===== config.mk =====
export PLATFORM = sky130hd
export DESIGN_NAME = pmod_als_spi_transmitter
export DESIGN_NICKNAME = d
export VERILOG_FILES = /design/src/rtl/pmod_als_spi_transmitter.sv
export SDC_FILE = /design/constraint.sdc
export NUM_CORES = 1
export LEC_CHECK = 0
export CORE_UTILIZATION = 40
export CTS_CLUSTER_SIZE = 40
export DETAILED_ROUTE_END_ITERATION = 6
export GPL_ROUTABILITY_DRIVEN = 0
export PLACE_DENSITY_LB_ADDON = 0.08
export SLEW_MARGIN = 20
export SYNTH_ARGS = -nofsm -noshare
export SYNTH_HDL_FRONTEND = slang
export SYNTH_SLANG_ARGS = --single-unit

===== constraint.sdc =====
create_clock -name clock -period 1.8 [get_ports clock]
set_clock_uncertainty 0.15 [all_clocks]
set_input_delay 0.18 -clock clock [delete_from_list [all_inputs] [get_ports clock]]
set_output_delay 0.18 -clock clock [all_outputs]
set_load 0.05 [all_outputs]

===== src/rtl/pmod_als_spi_transmitter.sv =====
// SPI slave transmitter for an ambient-light sample: shifts {3'b000, sample, 5'b00000}
// MSB first on falling edges of an asynchronous master sck, framed by cs.
module pmod_als_spi_transmitter #(
    parameter int SYNC_STAGES = 2
) (
    input  logic       clock,
    input  logic       reset_n,
    input  logic       cs,
    input  logic       sck,
    input  logic [7:0] sample,
    input  logic       sample_valid,
    output logic       sdo,
    output logic       busy,
    output logic       frame_done,
    output logic       frame_abort
);

    typedef enum logic [1:0] {
        ST_IDLE  = 2'd0,
        ST_SHIFT = 2'd1,
        ST_TAIL  = 2'd2
    } state_t;

    logic [SYNC_STAGES-1:0] cs_sync_q;
    logic [SYNC_STAGES-1:0] sck_sync_q;
    logic                   cs_prev_q;
    logic                   sck_prev_q;
    logic [SYNC_STAGES:0]   flush_q;
    logic                   armed_q;
    logic                   armed_d;

    state_t      state_q, state_d;
    logic [15:0] frame_q, frame_d;
    logic [3:0]  bit_cnt_q, bit_cnt_d;
    logic [7:0]  hold_q, hold_d;
    logic        sdo_q, sdo_d;
    logic        busy_q, busy_d;
    logic        done_q, done_d;
    logic        abort_q, abort_d;

    logic cs_s;
    logic sck_s;
    logic cs_fall_s;
    logic cs_rise_s;
    logic sck_fall_s;
    logic flushed_s;

    // Synchronizers for cs/sck plus the one-cycle-delayed copies used for edge detection.
    always_ff @(posedge clock or negedge reset_n) begin
        if (!reset_n) begin
            cs_sync_q  <= {SYNC_STAGES{1'b1}};
            sck_sync_q <= {SYNC_STAGES{1'b1}};
            cs_prev_q  <= 1'b1;
            sck_prev_q <= 1'b1;
            flush_q    <= {(SYNC_STAGES+1){1'b0}};
        end else begin
            cs_sync_q  <= {cs_sync_q[SYNC_STAGES-2:0], cs};
            sck_sync_q <= {sck_sync_q[SYNC_STAGES-2:0], sck};
            cs_prev_q  <= cs_sync_q[SYNC_STAGES-1];
            sck_prev_q <= sck_sync_q[SYNC_STAGES-1];
            flush_q    <= {flush_q[SYNC_STAGES-1:0], 1'b1};
        end
    end

    assign cs_s       = cs_sync_q[SYNC_STAGES-1];
    assign sck_s      = sck_sync_q[SYNC_STAGES-1];
    assign cs_fall_s  = cs_prev_q & ~cs_s;
    assign cs_rise_s  = ~cs_prev_q & cs_s;
    assign sck_fall_s = sck_prev_q & ~sck_s;
    // The reset value of the synchronizer is not the pin level; only trust it once flushed.
    assign flushed_s  = flush_q[SYNC_STAGES];

    // Next-state, datapath and output decode.
    always_comb begin
        state_d   = state_q;
        frame_d   = frame_q;
        bit_cnt_d = bit_cnt_q;
        sdo_d     = sdo_q;
        done_d    = 1'b0;
        abort_d   = 1'b0;
        armed_d   = armed_q | (flushed_s & cs_s & cs_prev_q);

        if (sample_valid) begin
            hold_d = sample;
        end else begin
            hold_d = hold_q;
        end

        case (state_q)
            ST_IDLE: begin
                sdo_d = 1'b0;
                if (armed_q && cs_fall_s) begin
                    state_d   = ST_SHIFT;
                    frame_d   = {3'b000, hold_q, 5'b00000};
                    bit_cnt_d = 4'd0;
                end else begin
                    state_d = ST_IDLE;
                end
            end
            ST_SHIFT: begin
                if (cs_rise_s) begin
                    state_d = ST_IDLE;
                    sdo_d   = 1'b0;
                    abort_d = 1'b1;
                end else if (sck_fall_s) begin
                    sdo_d     = frame_q[15];
                    frame_d   = {frame_q[14:0], 1'b0};
                    bit_cnt_d = bit_cnt_q + 4'd1;
                    if (bit_cnt_q == 4'd15) begin
                        state_d = ST_TAIL;
                    end else begin
                        state_d = ST_SHIFT;
                    end
                end else begin
                    state_d = ST_SHIFT;
                end
            end
            ST_TAIL: begin
                if (cs_rise_s) begin
                    state_d = ST_IDLE;
                    sdo_d   = 1'b0;
                    done_d  = 1'b1;
                end else if (sck_fall_s) begin
                    sdo_d = 1'b0;
                end else begin
                    state_d = ST_TAIL;
                end
            end
            default: begin
                state_d = ST_IDLE;
                sdo_d   = 1'b0;
            end
        endcase

        busy_d = (state_d != ST_IDLE);
    end

    // State and registered outputs.
    always_ff @(posedge clock or negedge reset_n) begin
        if (!reset_n) begin
            state_q   <= ST_IDLE;
            frame_q   <= 16'h0000;
            bit_cnt_q <= 4'd0;
            hold_q    <= 8'h00;
            sdo_q     <= 1'b0;
            busy_q    <= 1'b0;
            done_q    <= 1'b0;
            abort_q   <= 1'b0;
            armed_q   <= 1'b0;
        end else begin
            state_q   <= state_d;
            frame_q   <= frame_d;
            bit_cnt_q <= bit_cnt_d;
            hold_q    <= hold_d;
            sdo_q     <= sdo_d;
            busy_q    <= busy_d;
            done_q    <= done_d;
            abort_q   <= abort_d;
            armed_q   <= armed_d;
        end
    end

    assign sdo         = sdo_q;
    assign busy        = busy_q;
    assign frame_done  = done_q;
    assign frame_abort = abort_q;

endmodule


=== Word level (Yosys, flattened, before mapping) ===
Cells that the tools add are included.

* Muxes and demuxes: 23
* Equality and inequality tests: 8
* Reductions and logical operators: 6
* $add $sub $neg: 1
* Bitwise operators: 9

{| class="wikitable"
|+ Operators with widths
! kind !! number
|-
| $mux 16 || 3
|-
| $pmux 16 s2 || 1
|-
| $mux 4 || 3
|-
| $mux 2 || 5
|-
| $mux 1 || 8
|-
| $pmux 4 s2 || 1
|-
| $ne 2x2->1 const B || 3
|-
| $ne 3x3->1 const B || 2
|-
| $pmux 2 s3 || 1
|-
| $and 1x1->1 || 5
|-
| $add 4x1->4 const B || 1
|-
| $eq 4x4->1 const B || 1
|-
| $reduce_and 4->1 || 1
|-
| $reduce_bool 2->1 || 2
|-
| $not 1->1 || 3
|-
| $eq 2x1->1 const B || 1
|-
| $eq 2x2->1 const B || 1
|-
| $logic_not 2->1 || 1
|-
| $pmux 1 s2 || 1
|-
| $reduce_and 2->1 || 1
|-
| $logic_and 1x1->1 || 1
|-
| $or 1x1->1 || 1
|}

* Output and inout bits: 4
* Register bits after elaboration: 44
* Logic and storage cells: 61

=== Depth between registers and ports, before layout ===
Gate-level depths: netlist of run 1.

* Word-level depth: 6
* Mapped depth: 5
* Gate-level depth less buffers: 4

=== Least setup slack after synthesis of run 1 ===
No wires, ideal clock.

* Path type: flip-flop to flip-flop
* From: register cs_sync_q[1]
* To: register frame_q[11]
* Cell stages (with the launch flop): 6
* Path slack: 227 ps
* Library setup time: 129 ps
* Clock period less this slack: 1573 ps
* Arrival: 1294 ps
* Data required time: 1521 ps
* Cell sequence: dfstp_2 > and4bb_4 > a22o_4 > buf_6 > nor2_2 > a31oi_2

* Word-level cells in the longest chain between the ends: 5
* Elaborated cells on any way between the ends: 7
* Classes of those cells: eq/ne (2); bitwise (3); reduce/logical (2)

{| class="wikitable"
|+ RTL lines
! what !! line !! RTL
|-
| from (decl) || 24 || <nowiki>logic [SYNC_STAGES-1:0] cs_sync_q;</nowiki>
|-
| from (signal assigned) || 51 || <nowiki>cs_sync_q <= {SYNC_STAGES{1'b1}};</nowiki>
|-
| from (signal assigned) || 57 || <nowiki>cs_sync_q <= {cs_sync_q[SYNC_STAGES-2:0], cs};</nowiki>
|-
| $not 1->1 || 67 || <nowiki>assign cs_fall_s = cs_prev_q & ~cs_s;</nowiki>
|-
| $and 1x1->1 || 67 ||
|-
| $logic_and 1x1->1 || 92 || <nowiki>if (armed_q && cs_fall_s) begin</nowiki>
|-
| $ne 2x2->1 (no line) || n/a ||
|-
| $reduce_and 4->1 (no line) (*) || n/a ||
|-
| to (signal assigned) || 152 || <nowiki>frame_q <= frame_d;</nowiki>
|-
| to (decl) || 33 || <nowiki>logic [15:0] frame_q, frame_d;</nowiki>
|}

Mark *: on every way between the ends. The rest lies on a longest branch, timed or not.
A chain may end at the register's enable or synchronous reset.

=== Final worst setup path of run 1 ===
* From: register done_q (netlist: frame_done)
* To: output frame_done

{| class="wikitable"
|+ RTL lines
! what !! line !! RTL
|-
| from (decl) || 38 || <nowiki>logic done_q, done_d;</nowiki>
|-
| from (signal assigned) || 157 || <nowiki>done_q <= done_d;</nowiki>
|-
| to (decl) || 14 || <nowiki>output logic frame_done,</nowiki>
|}

No word-level cell between the ends.

==> impl_metrics.tcl, run 1 <==
set metrics [dict create \
    status "completed" \
    relSlewSlack 0.648 \
    end_kind "primary output" \
    p_seq_frac 0.530 \
    fin_crit_ps 1730 \
    slew_violations 0 \
    grt_util_all_layers 0.145 \
    min_delay_path_depth 1 \
    syn-num-nets 152 \
    setup-tns-final_ps 0 \
    path_delay_family "buffers and inverters" \
    ctsLongestPathBuffers 2 \
    worst-endpoint-required_ps 1470 \
    n_antenna_cell 0 \
    num_io_pins 17 \
    ant_nets 0 \
    setup-violations-final 0 \
    synth_top_area_share 0.501 \
    fin_area_um2 1950 \
    p_sw_frac 0.296 \
    clk_latency_ps 280 \
    pwr-share-comb 0.219 \
    max_freq_mhz 578 \
    drive_gt1_frac 0.273 \
    ctsResizeCount 0 \
    die_h_um 66.2 \
    critPathKind "register to primary output" \
    yosys_warnings 0 \
    vias 1033 \
    ys_seq_elements 39 \
    cts_made_buffers 5 \
    synth_top_cells_by_area "dfrtp_1, dfstp_2, mux2_2, a31oi_2, nand2_1" \
    num_rows 22 \
    core_area_um2 3800 \
    rr_startpoint "cs_sync_q[1]" \
    switchingPower_mw 0.654 \
    cp_cell_sequence "clkdlybuf4s50_1" \
    power.density_nw_per_um2 1130 \
    cts-root-buf "clkbuf_8" \
    holdPathEnd "sck_sync_q[0]" \
    routed_wl_um 2580 \
    first_pass_iters 4 \
    hold_start "sck" \
    min-delay-path-class "input port to register" \
    io_buffers 16 \
    clk_pin_slew_ps 70 \
    synth_cell_types 35 \
    rsz0062_at_grt "no" \
    initial_core_util 0.434 \
    crit_fanout 1 \
    r2r_end "bit_cnt_q[3]" \
    reg2reg_slack_ps 170 \
    fin_crit_sh 0.962 \
    clkPwrFrac 0.251 \
    cpMaxStageDelayCell "clkdlybuf4s50_1" \
    path_buf_inv 1 \
    postPlaceCellArea_um2 1860 \
    cap_viol_max_count 0 \
    drc_errors 0 \
    cts_htree_levels 2 \
    nets 174 \
    fillers 339 \
    worst_slew_pin_slew_ps 528 \
    grt_overflow 0 \
    netlist_area_um2 1650 \
    syn_area_per_cell_um2 11.9 \
    fp.dieArea_um2 4380 \
    post-synth-top-area-cell "dfrtp_1" \
    vias_per_cell 4.94 \
    seq_area_frac_synth 0.597 \
    cts_tree "built" \
    p_leak_nw 0.806 \
    max-vdd-ir-drop_mv 0.552 \
    area_growth_pct 18.4 \
    hold_viol_final 0 \
    drt-initial-drc-count 47 \
    cp-start-kind "register" \
    grt_antenna_before_repair 0 \
    rr_worst_depth 5 \
    internal-power_mw 1.55 \
    die_w_um 66.2 \
    dp_hpwl_um 1810 \
    first_global_vias 1007 \
    wl_per_cell_um 12.3 \
    crit_path_max_incr_delay_ps 790 \
    grt_first_pass_wirelength_um 4600 \
    cp_data_arrival_time_ps 1400 \
    grt_max_degree 40 \
    synth_cells 138 \
    cts.sinks 39 \
]
sequential cells by signal (all words and copies together) (netlist names):
name         cells
frame_q         11
hold_q           8
bit_cnt_q        4
flush_q          3
cs_sync_q        2
sck_sync_q       2
state_q          2
armed_q          1
busy             1
cs_prev_q        1
frame_abort      1
frame_done       1
sck_prev_q       1
sdo              1
worst max path at each step:
stage | slack [ps] | endpoint | depth (start not counted) | startpoint
floorplan | 230 | frame_q[11] | 5 | cs_sync_q[1]
global placement | 220 | bit_cnt_q[3] | 5 | cs_sync_q[1]
detailed placement | 170 | frame_q[14] | 4 | cs_sync_q[1]
CTS | 50 | frame_done | 1 | frame_done
global route | 20 | busy | 1 | busy
finish | 70 | frame_done | 1 | frame_done
cells in the final DEF (no fill, tap or decap), types with 2 or more instances in the layout:
cell type and n:
a21oi_1 5, a22oi_1 4, a31oi_2 7, buf_4 6, clkbuf_1 2, clkbuf_8 5
clkdlybuf4s50_1 14, dfrtp_1 33, dfstp_2 6, inv_1 2, mux2_2 8, nand2_1 21
nand2b_1 5, nand3_1 3, nor2_1 10, nor2_2 2, o21ai_0 6
cell usage after synthesis:
master,number
nand2b_1,5
buf_2,4
a21oi_1,5
and4bb_2,1
clkbuf_1,2
nor2b_1,1
o211ai_1,1
xnor2_1,1
buf_6,1
mux2i_1,1
nor2_1,10
dfstp_2,6
a22oi_1,4
or2_2,1
o21ai_2,1
ha_1,1
nor2_2,2
inv_1,2
o22a_1,1
nand2_1,21
nor2b_2,1
a31o_2,1
a22o_4,1
nor4_4,1
nand3_1,3
dfrtp_1,33
a31oi_2,7
or3_1,1
conb_1,1
nor3_1,1
o21ai_1,1
and4bb_4,1
o21ai_0,6
mux2_2,8
and2_1,1
repair_timing:
action / CTS / global route
hold buffers: 1 / 0
endpoints found under the hold margin: 33 / 0
setup buffers: 0 / 0
power by group through the flow:
stage	Clock (mW)	Sequential [mW]	Combinational, mW
finish	0.553	1.17	0.484
global placement	0	1.18	0.479
floorplan	0	1.18	0.355
detailed placement	0	1.18	0.491
CTS	0.571	1.17	0.492
global route	0.609	1.19	0.551
kinds of logic (layout without fill, tap and decap cells):
logic type	after synthesis	in the layout	share of synthesized area
compound gates	28	28	0.139
fa+ha+maj	1	1	0.00759
flops	39	39	0.597
buf+inv	9	32	0.0281
mux	9	9	0.0607
simple gates	50	50	0.160
xor+xnor	1	1	0.00532
other cells	1	1	0.00228
stage by stage:
step | total power, mW | hold slack (ps) | worst slack, ps | util | cells
after floorplan | 1.54 | -266 | 227 | - | 138
after global placement | 1.66 | 106 | 218 | 0.489 | 200
after detailed placement | 1.67 | 107 | 166 | 0.489 | 200
after CTS | 2.23 | 136 | 50.7 | 0.514 | 209
after global routing | 2.35 | 135 | 17.4 | 0.514 | 209
final | 2.21 | 144 | 68.5 | 0.514 | 209
metal layers:
| layer | global-route usage | routed length [µm] | up-vias | share of wire |
|---|---|---|---|---|
| met1 | 0.172 | 1210 | 490 | 0.47 |
| met3 | 0.0517 | 102 | 6 | 0.040 |
| met4 | 0.0559 | 50 | 0 | 0.019 |
| met5 | 0 | 0 | - | 0 |
| li1 | - | - | 517 | - |
| met2 | 0.239 | 1220 | 20 | 0.47 |
final cells by class:
class / instances / area, µm² / area share
clock inverter: 1 / 5.00 / 0.00257
clock buffer: 7 / 76.3 / 0.0391
inverter: 2 / 7.51 / 0.00385
tap: 48 / 60.1 / 0.0308
multi-input combinational: 90 / 618 / 0.317
sequential: 39 / 983 / 0.504
timing repair buffer: 22 / 200 / 0.103
No activity file was read; power rests on OpenSTA's default activity.
==> run 2: changes to the inputs <==
Settings changed: CELL_PAD_IN_SITES_DETAIL_PLACEMENT from default to 1, CELL_PAD_IN_SITES_GLOBAL_PLACEMENT from default to 2, CORE_ASPECT_RATIO from default to 0.9, CORE_UTILIZATION 40 to 37.
==> impl_metrics.tcl, run 2 (synthesized netlist as in run 1, its figures left out) <==
set metrics [dict create \
    status "completed" \
    drc_errors 0 \
    num_io_pins 17 \
    cp-start-kind "register" \
    max-vdd-ir-drop_mv 0.442 \
    setup-violations-final 0 \
    fp.dieArea_um2 4720 \
    routed_wl_um 3170 \
    worst-endpoint-required_ps 1470 \
    die_h_um 65.3 \
    cp_data_arrival_time_ps 1420 \
    grt_util_all_layers 0.165 \
    hold_start "cs" \
    critPathKind "register to primary output" \
    grt_max_degree 24 \
    drt-initial-drc-count 54 \
    crit_fanout 1 \
    max_freq_mhz 571 \
    hold_viol_final 0 \
    grt_overflow 0 \
    postPlaceCellArea_um2 1890 \
    fin_area_um2 2010 \
    registers.top_by_ff_count "frame_q" \
    rr_startpoint "cs_sync_q[1]" \
    fin_crit_sh 0.973 \
    cts-root-buf "clkbuf_8" \
    first_pass_iters 4 \
    reg.largest.list "frame_q: 11 flops, hold_q: 8 flops, bit_cnt_q: 4 flops" \
    critical_path.startpoint "frame_done" \
    initial_core_util 0.394 \
    dp_hpwl_um 2250 \
    vias 1067 \
    cp_cell_sequence "clkdlybuf4s50_1" \
    min-delay-path-class "input port to register" \
    area_growth_pct 21.9 \
    first_global_vias 1190 \
    postCtsSetupRepairBufs 0 \
    rsz0062_at_grt "no" \
    cpMaxStageDelayCell "clkdlybuf4s50_1" \
    worst_slew_pin_slew_ps 511 \
    cts.sinks 39 \
    num_rows 22 \
    ant_nets 0 \
    final_common_cell "dfrtp_1" \
    power_mw 2.42 \
    n_antenna_cell 0 \
    nets 176 \
    fin_crit_ps 1750 \
    cts_made_buffers 5 \
    cts_htree_levels 2 \
    path_delay_family "buffers and inverters" \
    largest_reg_flops 11 \
    setup-tns-final_ps 0 \
    cts_hold_buf 1 \
    die_w_um 72.3 \
    ctsResizeCount 0 \
    slew_violations 0 \
    cap_viol_max_count 0 \
    vias_per_cell 4.78 \
    clk_latency_ps 300 \
    end_kind "primary output" \
    io_buffers 16 \
    cts_tree "built" \
    drive_gt1_frac 0.288 \
    p_leak_nw 0.824 \
    core_area_um2 4180 \
    grt_antenna_before_repair 0 \
    crit_path_max_incr_delay_ps 790 \
    fin_cells 223 \
    power.density_nw_per_um2 1200 \
    wl_per_cell_um 14.2 \
    grt_first_pass_wirelength_um 5690 \
    relSlewSlack 0.660 \
    fillers 462 \
    mostFrequentLayoutCells "dfrtp_1, nand2_1, clkdlybuf4s50_1, nor2_1" \
    path_buf_inv 1 \
    placed_cells 214 \
    ctsLongestPathBuffers 2 \
    clk_pin_slew_ps 90 \
]
==> run 2: cell count changes in the layout (fill, tap and decap cells not counted) <==
cell / before / now
clkinvlp_4: 0 / 1
bufinv_16: 0 / 1
clkbuf_1: 2 / 1
buf_4: 6 / 8
clkinv_2: 1 / 0
==> run 2: cell type report <==
type,count,area (µm²),share of cell area
flip-flops and latches,39,983,0.489
clock inverters,2,37.5,0.0187
multi-input cells,90,618,0.308
repair buffers,24,215,0.107
clock buffers,6,72.6,0.0361
inverters,2,7.51,0.00374
well taps,60,75.1,0.0374
==> run 2: report_power, final <==
part           total (mW)  switching, mW  internal [mW]
Sequential           1.18          0.122           1.05
Clock               0.733          0.319          0.414
Combinational       0.507          0.273          0.234
Total                2.42          0.714           1.70
==> run 2: worst paths after layout <==
check | slack (ps) | depth (start not counted) | to
max reg2reg | 170 | 4 | frame_q[10]
max in group asynchronous | 730 | 3 | frame_q[10]
min in group asynchronous | 230 | 2 | state_q[0]
min reg2reg | 200 | 0 | flush_q[1]
max | 50 | 1 | frame_done
min | 150 | 1 | cs_sync_q[0]
==> run 2: layer usage <==
metal / vias to the layer above / wire (µm) / GRT usage
met1: 525 / 1440 / 0.199
li1: 518 / - / -
met4: 0 / 55 / 0.0588
met5: - / 0 / 0
met3: 6 / 112 / 0.0460
met2: 18 / 1560 / 0.280
==> run 2: stage by stage <==
stage                     hold slack, ps   util  setup slack (ps)
after CTS                            127  0.480              31.3
after global routing                 134  0.480              2.21
after floorplan                     -266      -               227
after detailed placement            35.1  0.452               205
final                                147  0.480              49.2
after global placement              14.9  0.452               239
